## src/rtl/ebus_mapper.sv

```systemverilog
// Z80 external-bus memory mapper: banked address windows, bank/control
// registers at the top of memory, strobe synchronisers and RAM strobes.
module ebus_mapper #(
    parameter int          SLOT_BITS = 2,
    parameter int          BANK_W    = 5,
    parameter logic [15:0] LOW_FIXED = 16'h0400
) (
    input  logic              clk,
    input  logic              reset,
    input  logic [15:0]       ebus_a,
    input  logic [7:0]        ebus_d,
    input  logic              ebus_rd_n,
    input  logic              ebus_wr_n,
    input  logic              ebus_mreq_n,
    output logic [BANK_W-1:0] ebus_ba,
    output logic              ebus_ram_ce_n,
    output logic              ebus_ram_we_n,
    input  logic              sel_internal,
    output logic [7:0]        wrdata,
    output logic              bus_read,
    output logic              bus_write,
    output logic              bus_read_done,
    output logic              bus_write_done,
    output logic              startup_mode,
    output logic [7:0]        ramctrl,
    output logic              reg_rd_sel,
    output logic [7:0]        reg_rddata
);

    localparam int W  = 1 << SLOT_BITS;
    localparam int NB = W - 1;

    logic [2:0]        s_wr_q;
    logic [2:0]        s_rd_q;
    logic [7:0]        wrdata_q;
    logic [7:0]        ramctrl_q;
    logic              startup_q;
    logic [BANK_W-1:0] bank_q [NB];

    logic [SLOT_BITS-1:0] win;
    logic [SLOT_BITS-1:0] off;
    logic                 reg_hit;
    logic                 reg_wr;
    logic                 ram_sel;
    logic                 wr_en;
    logic [BANK_W-1:0]    ba_d;
    logic [7:0]           rddata_d;

    assign win     = ebus_a[15 -: SLOT_BITS];
    assign off     = ebus_a[SLOT_BITS-1:0];
    assign reg_hit = &ebus_a[15:SLOT_BITS];

    // s[0] is the newest sample; a pulse marks the level change reaching s[1].
    always_ff @(posedge clk) begin
        if (reset) begin
            s_wr_q <= 3'b111;
            s_rd_q <= 3'b111;
        end else begin
            s_wr_q <= {s_wr_q[1:0], ebus_wr_n};
            s_rd_q <= {s_rd_q[1:0], ebus_rd_n};
        end
    end

    assign bus_write      =  s_wr_q[2] & ~s_wr_q[1];
    assign bus_write_done = ~s_wr_q[2] &  s_wr_q[1];
    assign bus_read       =  s_rd_q[2] & ~s_rd_q[1];
    assign bus_read_done  = ~s_rd_q[2] &  s_rd_q[1];

    assign reg_wr = bus_write & ~ebus_mreq_n & reg_hit;

    always_ff @(posedge clk) begin
        if (reset) begin
            wrdata_q  <= 8'h00;
            ramctrl_q <= 8'h00;
            startup_q <= 1'b1;
            for (int i = 0; i < NB; i++) begin
                bank_q[i] <= BANK_W'(i);
            end
        end else begin
            if (!ebus_wr_n) begin
                wrdata_q <= ebus_d;
            end
            if (reg_wr && off == '0) begin
                ramctrl_q <= wrdata_q;
                startup_q <= 1'b0;
            end
            for (int i = 0; i < NB; i++) begin
                if (reg_wr && off == SLOT_BITS'(i + 1)) begin
                    bank_q[i] <= wrdata_q[BANK_W-1:0];
                end
            end
        end
    end

    always_comb begin
        ba_d     = '0;
        wr_en    = startup_q;
        rddata_d = ramctrl_q;
        for (int i = 0; i < NB; i++) begin
            if (win == SLOT_BITS'(i)) begin
                ba_d = bank_q[i];
                if (ramctrl_q[i]) begin
                    wr_en = 1'b1;
                end
            end
            if (off == SLOT_BITS'(i + 1)) begin
                rddata_d = 8'(bank_q[i]);
            end
        end
        // The bottom of window 0 is pinned to bank 0 regardless of bank0.
        if (win == '0 && ebus_a < LOW_FIXED) begin
            ba_d = '0;
        end
    end

    assign ram_sel       = ~ebus_mreq_n & ~sel_internal;
    assign ebus_ram_ce_n = ~(ram_sel & (~ebus_rd_n | (~ebus_wr_n & wr_en)));
    assign ebus_ram_we_n = ~(~ebus_wr_n & wr_en & ram_sel);

    assign ebus_ba      = ba_d;
    assign wrdata       = wrdata_q;
    assign ramctrl      = ramctrl_q;
    assign startup_mode = startup_q;
    assign reg_rd_sel   = ~ebus_mreq_n & ~ebus_rd_n & reg_hit;
    assign reg_rddata   = rddata_d;

endmodule

```

## config.mk

```make
export PLATFORM = sky130hd
export DESIGN_NAME = ebus_mapper
export DESIGN_NICKNAME = d
export VERILOG_FILES = /design/src/rtl/ebus_mapper.sv
export SDC_FILE = /design/constraint.sdc
export NUM_CORES = 1
export LEC_CHECK = 0
export ABC_AREA = 1
export BUFFER_PORTS_ARGS = -buffer_cell sky130_fd_sc_hd__buf_4
export CAP_MARGIN = 20
export CORE_MARGIN = 2
export CORE_UTILIZATION = 45
export CTS_BUF_LIST = sky130_fd_sc_hd__clkbuf_8
export DETAILED_ROUTE_END_ITERATION = 16
export GPL_TIMING_DRIVEN = 0
export PLACE_DENSITY_LB_ADDON = 0.15
export SYNTH_ARGS = -nofsm -noshare
export SYNTH_HDL_FRONTEND = slang
export SYNTH_SLANG_ARGS = --single-unit
```

## constraint.sdc

```tcl
create_clock -name clk -period 1.7 [get_ports clk]
set_input_delay 0.085 -clock clk [delete_from_list [all_inputs] [get_ports clk]]
set_output_delay 0.085 -clock clk [all_outputs]
set_load 0.05 [all_outputs]
```

# Yosys cells after proc, flatten, opt, wreduce, memory -nomap -nowiden
# Memory sizes are Yosys's and may differ from the RTL's.
# Index checks and enable logic that the tools add are counted.
word_totals:
  reg_bits: 23
  ram_bits: 15
  input_bits: 30
  out_inout_bits: 37
  elab_cells: 73
  n_memories: 1
mem_list:
  columns: ["memory", "words", "word_bits", "read_ports", "rd_clocked_by_memory_dff", "write_ports", "line_no", "rtl"]
  rows:
  - ["bank_q", 3, 5, 3, 0, 3, "38", "logic [BANK_W-1:0] bank_q [NB];"]
classes:
  n_lt_le_gt_ge: 1
  n_eq_ne: 5
  muxes: 27
  n_bitwise: 26
  reduce_logical: 8
ops:
  columns: ["operator", "count"]
  rows:
  - ["$mux W5", 7]
  - ["$mux W8", 3]
  - ["$mux W1", 17]
  - ["$lt A16 B11 Y1 const B", 1]
  - ["$reduce_and A14 Y1", 1]
  - ["$and A1 B1 Y1", 12]
  - ["$not A1 Y1", 10]
  - ["$eq A2 B2 Y1 const B", 3]
  - ["$logic_and A1 B1 Y1", 5]
  - ["$eq A2 B1 Y1 const B", 2]
  - ["$logic_not A2 Y1", 2]
  - ["$or A1 B1 Y1", 4]

# Depth between registers and ports, before layout
# Gate-level depths: netlist of the first run.
depth:
  depth_word: 10
  depth_mapped: 8
  depth_no_buf: 8

# Worst setup path before layout of the first run
# No wires, ideal clock.
synth_timing:
  path_kind: "reg-to-output"
  start: "reg ramctrl_q[0] (netlist: ramctrl[0])"
  end: "out reg_rddata[0]"
  t_arrival_ns: 1.920
  required_time_ns: 1.615
  path_slack_ns: -0.305
  path_stages_with_launch: 3
  path_buffers: 0
  path_cell_list: "dfxtp_1 nor2_1 o31ai_1"
synth_via:
  elab_chain_len: 3
synth_rtl:
  columns: ["item", "line_no", "rtl"]
  rows:
  - ["start: declaration", "36", "logic [7:0] ramctrl_q;"]
  - ["start signal: assignment", "84", "ramctrl_q <= wrdata_q;"]
  - ["$mux W8 (3 in a row)", "106", "if (off == SLOT_BITS'(i + 1)) begin"]
  - ["end: declaration", "27", "output logic [7:0] reg_rddata"]
# Every way passes these cells.

==> reports/results.ini, run 1 <==
[run_status]
outcome=finished clean

[critical_path]
worst-path-max-fanout=10
crit_required_ns=1.65
cp-start-kind=flip-flop
worst_ep_arrival_time_ns=1.55
r2r_slack_ns=0.10
crit_type=flip-flop to flip-flop
end_kind=flip-flop

[power_and_ir_drop]
p_per_area_nw_per_um2=759
switching_share_pct=29.3
vdd_ir_drop_max_mv=0.615
clkPwrFrac_pct=28.7
combPwrFrac_pct=20.9
switchingPower_uw=575
power.leakage_nw=1.29
p_int_mw=1.39
seqPwrFrac_pct=50.4

[global_routing]
grtUsageMet2_pct=29.4
grt_most_used_layer=met2
grt_max_degree=12
grt_overflow_total=0
grt_usage_pct=19.2
grt_pass1_wl_um=7520
grt_antenna_before_repair=0
grt_util_met1_pct=26.9
grt_pass1_vias=1610
met3_usage_pct=4.94

[detailed_routing]
ant_nets=0
drtIter0Drc=66
post_drt_wl_per_cell_um=11.8
vias=1844
drc_errors=0
vias_per_cell=4.81
dr.pass1.iters=4
wl_um=4510

[cts]
cts_tree=built
clk_latency_ns=0.28
cts.sinks=38
holdBufCountCts=0
ctsRootBufferMaster=clkbuf_8
post_cts.repair.setup_buffers=0
clk_pin_slew_ns=0.07
clockBufferDepth=2
cts_buffers=5
h-tree-depth=2

[flow_run]
max_cap_violations=0

[yosys]
ys_seq_area_share_pct=47.5
ys_warn_count=0
netlist_area_um2=1920
synth_top_area_share_pct=24.0
post_synth_num_cell_types=27
yosysTopAreaCell=dfxtp_1
synthCells=259
syn_nets=289
ys_top_cells_by_area=dfxtp_1, edfxtp_1, nand2_1
synth_seq_cells=38
synth.avg_cell_area_um2=7.40

[placement]
portBuffers=66
gp_congestion=0.855
dp_slack_ns=-0.0266
place_hpwl_um=3610

[finish]
final_cell_mix=nand2_1, buf_4, inv_1
diodes=0
area_growth_pct=34.8
final_common_cell=nand2_1
nNetsFinal=362
fillCellCount=389
drive_above_1_share_pct=29.1

[floorplanning]
rows=23
ios=67
start_util_pct=47.2
die_w_um=69.3
die_area_um2=4800
core_area_um2=4060
die-height_um=69.3

[sta]
clock.fmax_mhz=625
finalHoldViolations=0
worstMarginPinSlew_ns=0.566
worst_clock_skew_ns=0.00745
period_share_pct=94.1
rsz0062_at_grt=true
period_needed_ns=1.60
worst_slack_ns=0.100
setup_violations=0
drv_slew=0
relSlewSlack_pct=62.3
fin_setup_tns_ns=0

[min_path]
hold_class=input pin to flip-flop

logic make-up after synthesis:
| family | Yosys count | share of synthesized area, % |
|---|---|---|
| and+or+nand+nor | 133 | 31.7 |
| buffers and inverters | 54 | 10.8 |
| DFF | 38 | 47.5 |
| AOI/OAI and AO/OA | 34 | 10.1 |
layer usage:
metal,vias up,share of wire [%]
li1,960,-
met1,813,45
met2,69,46
met3,2,8.4
met4,0,0.58
met5,-,0
registers in the layout, summed over array words and instances, names as in the netlist:
signal and flops:
startup_mode 1, ramctrl 8, s_wr_q 3, s_rd_q 3, bank_q 15, wrdata 8
worst max-delay path: stages (launching register included):
cell,delay [ns]
dfxtp_1,0.35
nor3_4,0.24
buf_4,0.22
nand2_1,0.14
o21ai_2,0.31
area by class of cell:
cell class | count | area (µm²) | share of cell area (%)
plain buffers | 4 | 18.8 | 0.726
clock buffers | 5 | 68.8 | 2.66
clock inverters | 3 | 12.5 | 0.484
inverters | 50 | 188 | 7.26
multi-input cells | 167 | 827 | 32.0
flip-flops and latches | 38 | 911 | 35.3
well taps | 50 | 62.6 | 2.42
repair buffers | 66 | 495 | 19.2
synth_stat cells:
cell type and count:
inv_2 8, a21oi_1 10, nor2_8 1, nand3_1 4
nand2_1 73, o21a_1 1, nor4_1 2, edfxtp_1 15
buf_4 1, or2_2 2, nor2_2 2, o21ai_0 7
o31ai_1 2, nor2_1 35, inv_1 42, nand2_2 2
nand4_4 1, clkbuf_1 3, o221ai_1 3, or2_1 1
nand3_4 1, o22ai_1 1, nand4_1 8, nor3_4 1
o21ai_1 9, o21bai_1 1, dfxtp_1 23
worst paths after layout:
path	startpoint	endpoint	depth (start not counted)
setup reg to reg	s_wr_q[1]	bank_q[0][10]	4
hold / removal	ebus_rd_n	s_rd_q[0]	3
setup / recovery	s_wr_q[1]	bank_q[0][10]	4
hold reg to reg	s_rd_q[0]	s_rd_q[1]	1
stage by stage:
step	area [µm²]	hold WS [ns]	total power, mW	util, %	std cells
6_report	2580	0.0179	1.96	63.7	383
3_5_place_dp	2490	0.303	1.42	61.4	375
4_1_cts	2570	0.00798	1.98	63.4	383
2_1_floorplan	1930	0.181	1.26	-	259
5_1_grt	2580	0.00325	2.05	63.7	383
3_3_place_gp	2490	0.302	1.41	61.4	375
what timing repair did:
| action | 4_1_cts | 5_1_grt |
|---|---|---|
| gates cloned | 0 | 0 |
| gates resized for setup | 0 | 3 |
| endpoints found under the hold margin | 0 | 0 |
| endpoints found under the setup margin | 15 | 15 |
power groups by stage:
stage	Sequential (mW)	Combinational (mW)	Clock [mW]
6_report	0.988	0.409	0.563
5_1_grt	0.991	0.440	0.616
4_1_cts	0.989	0.410	0.579
3_5_place_dp	1.01	0.409	0
3_3_place_gp	1.01	0.405	0
2_1_floorplan	1.05	0.210	0
No activity file was read; power rests on OpenSTA's default activity.
==> run 2: changes to the inputs <==
- CORE_MARGIN: 2 -> 5
- PLACE_DENSITY_LB_ADDON: 0.15 -> 0.25
==> run 2 against run 1 <==
Effect of this change: cell area fell by 0.39%; critical path depth did not move; clock power rose by 2%; total power rose by 0.48%; cell count did not move; count of clock-buffer cells in the layout did not move; die area rose by 18%; largest cell class unchanged.
==> reports/results.ini, run 2 (synthesized netlist as in run 1, its figures left out) <==
[sta]
setup_violations=0
clock.fmax_mhz=588
period_needed_ns=1.70
period_share_pct=100
worst_clock_skew_ns=0.00405
finalHoldViolations=0
holdWs_ns=0.0171
drv_slew=0
worstMarginPinSlew_ns=0.491
relSlewSlack_pct=67.0
rsz0062_at_grt=true

[detailed_routing]
dr.pass1.iters=4
wl_um=4590
vias_per_cell=4.78
drc_errors=0
post_drt_wl_per_cell_um=12.0
vias=1831
ant_nets=0
drtIter0Drc=66

[cts]
clk_pin_slew_ns=0.07
cts_tree=built
clockBufferDepth=2
cts_buffers=5
post_cts.repair.setup_buffers=0
h-tree-depth=2
clk_latency_ns=0.28
cts.sinks=38
ctsRootBufferMaster=clkbuf_8

[critical_path]
cp-start-kind=flip-flop
end_kind=flip-flop
worst-path-max-fanout=10
worst_ep_arrival_time_ns=1.62
crit_type=flip-flop to flip-flop
crit_required_ns=1.62

[floorplanning]
die-height_um=75.3
start_util_pct=47.2
core_area_um2=4060
die_area_um2=5660
die_w_um=75.3
ios=67
rows=23

[global_routing]
grt_usage_pct=16.9
grt_overflow_total=0
grt_max_degree=13
grt_pass1_wl_um=7320
grt_antenna_before_repair=0
grt_pass1_vias=1682

[flow_run]
max_cap_violations=0

[finish]
diodes=0
final_common_cell=nand2_1
fillCellCount=383
final_cell_mix=nand2_1, buf_4, inv_1
largest_reg_flops=15
top_register=bank_q
drive_above_1_share_pct=28.5
nNetsFinal=362
finalInstanceArea_um2=2570
area_growth_pct=34.3

[placement]
gp_congestion=0.909
place_hpwl_um=3770
placed_area_um2=2490
portBuffers=66

[run_status]
outcome=finished clean

[min_path]
hold_class=input pin to flip-flop

[power_and_ir_drop]
power.leakage_nw=1.29
finalPower_mw=1.97
vdd_ir_drop_max_mv=0.602
p_per_area_nw_per_um2=766

run 2: cell counts in the layout (fill, tap and decap cells not counted):
Identical to the previous run, type by type.
run 2: final cells by class:
class / instances / area [µm²] / share of cell area, %
flip-flops and latches: 38 / 911 / 35.4
clock buffers: 5 / 68.8 / 2.67
well taps: 50 / 62.6 / 2.43
inverters: 50 / 188 / 7.29
repair buffers: 66 / 495 / 19.3
plain buffers: 4 / 18.8 / 0.729
clock inverters: 3 / 13.8 / 0.535
multi-input cells: 167 / 816 / 31.7
run 2: layer usage:
metal / track usage (%) / vias to the layer above / wire [µm]
li1: - / 961 / -
met1: 22.7 / 797 / 1990
met2: 27.4 / 71 / 2110
met3: 4.14 / 2 / 456
met4: 4.66 / 0 / 29
met5: 0 / - / 0
run 2: repair_timing:
action | 4_1_cts | 5_1_grt
endpoints found under the setup margin | 10 | 15
hold buffers | 0 | 0
gates resized for setup | 0 | 0
pin swaps | 0 | 0
hold endpoints to repair | 0 | 0
run 2: per-stage QoR:
| step | setup slack (ns) | cells | utilization, % | TNS (ns) |
|---|---|---|---|---|
| floorplan | 0.112 | 259 | - | 0 |
| global placement | -0.0108 | 375 | 61.4 | -0.0533 |
| detailed placement | -0.0139 | 375 | 61.4 | -0.0809 |
| CTS | -0.0295 | 383 | 63.4 | -0.207 |
| global route | -0.135 | 383 | 63.4 | -1.74 |
| finish | 0.000536 | 383 | 63.4 | 0 |
run 2: final timing paths:
check        depth (start not counted)  startpoint            to  slack, ns
max                                  4   s_wr_q[1]  bank_q[0][7]     0.0005
min                                  2       reset     s_wr_q[1]       0.02
max reg2reg                          4   s_wr_q[1]  bank_q[0][7]     0.0005
min reg2reg                          1   s_rd_q[0]     s_rd_q[1]       0.41
run 2: worst max-delay path, cell delays in order (launching register included):
cell	delay, ns
dfxtp_1	0.35
nor3_4	0.26
buf_4	0.22
nand2_1	0.10
o21ai_1	0.42
run 2: report_power, final:
part	internal [mW]	total, mW	switching [mW]
Clock	0.278	0.574	0.296
Sequential	0.974	0.990	0.0159
Combinational	0.136	0.407	0.271
Total	1.39	1.97	0.583
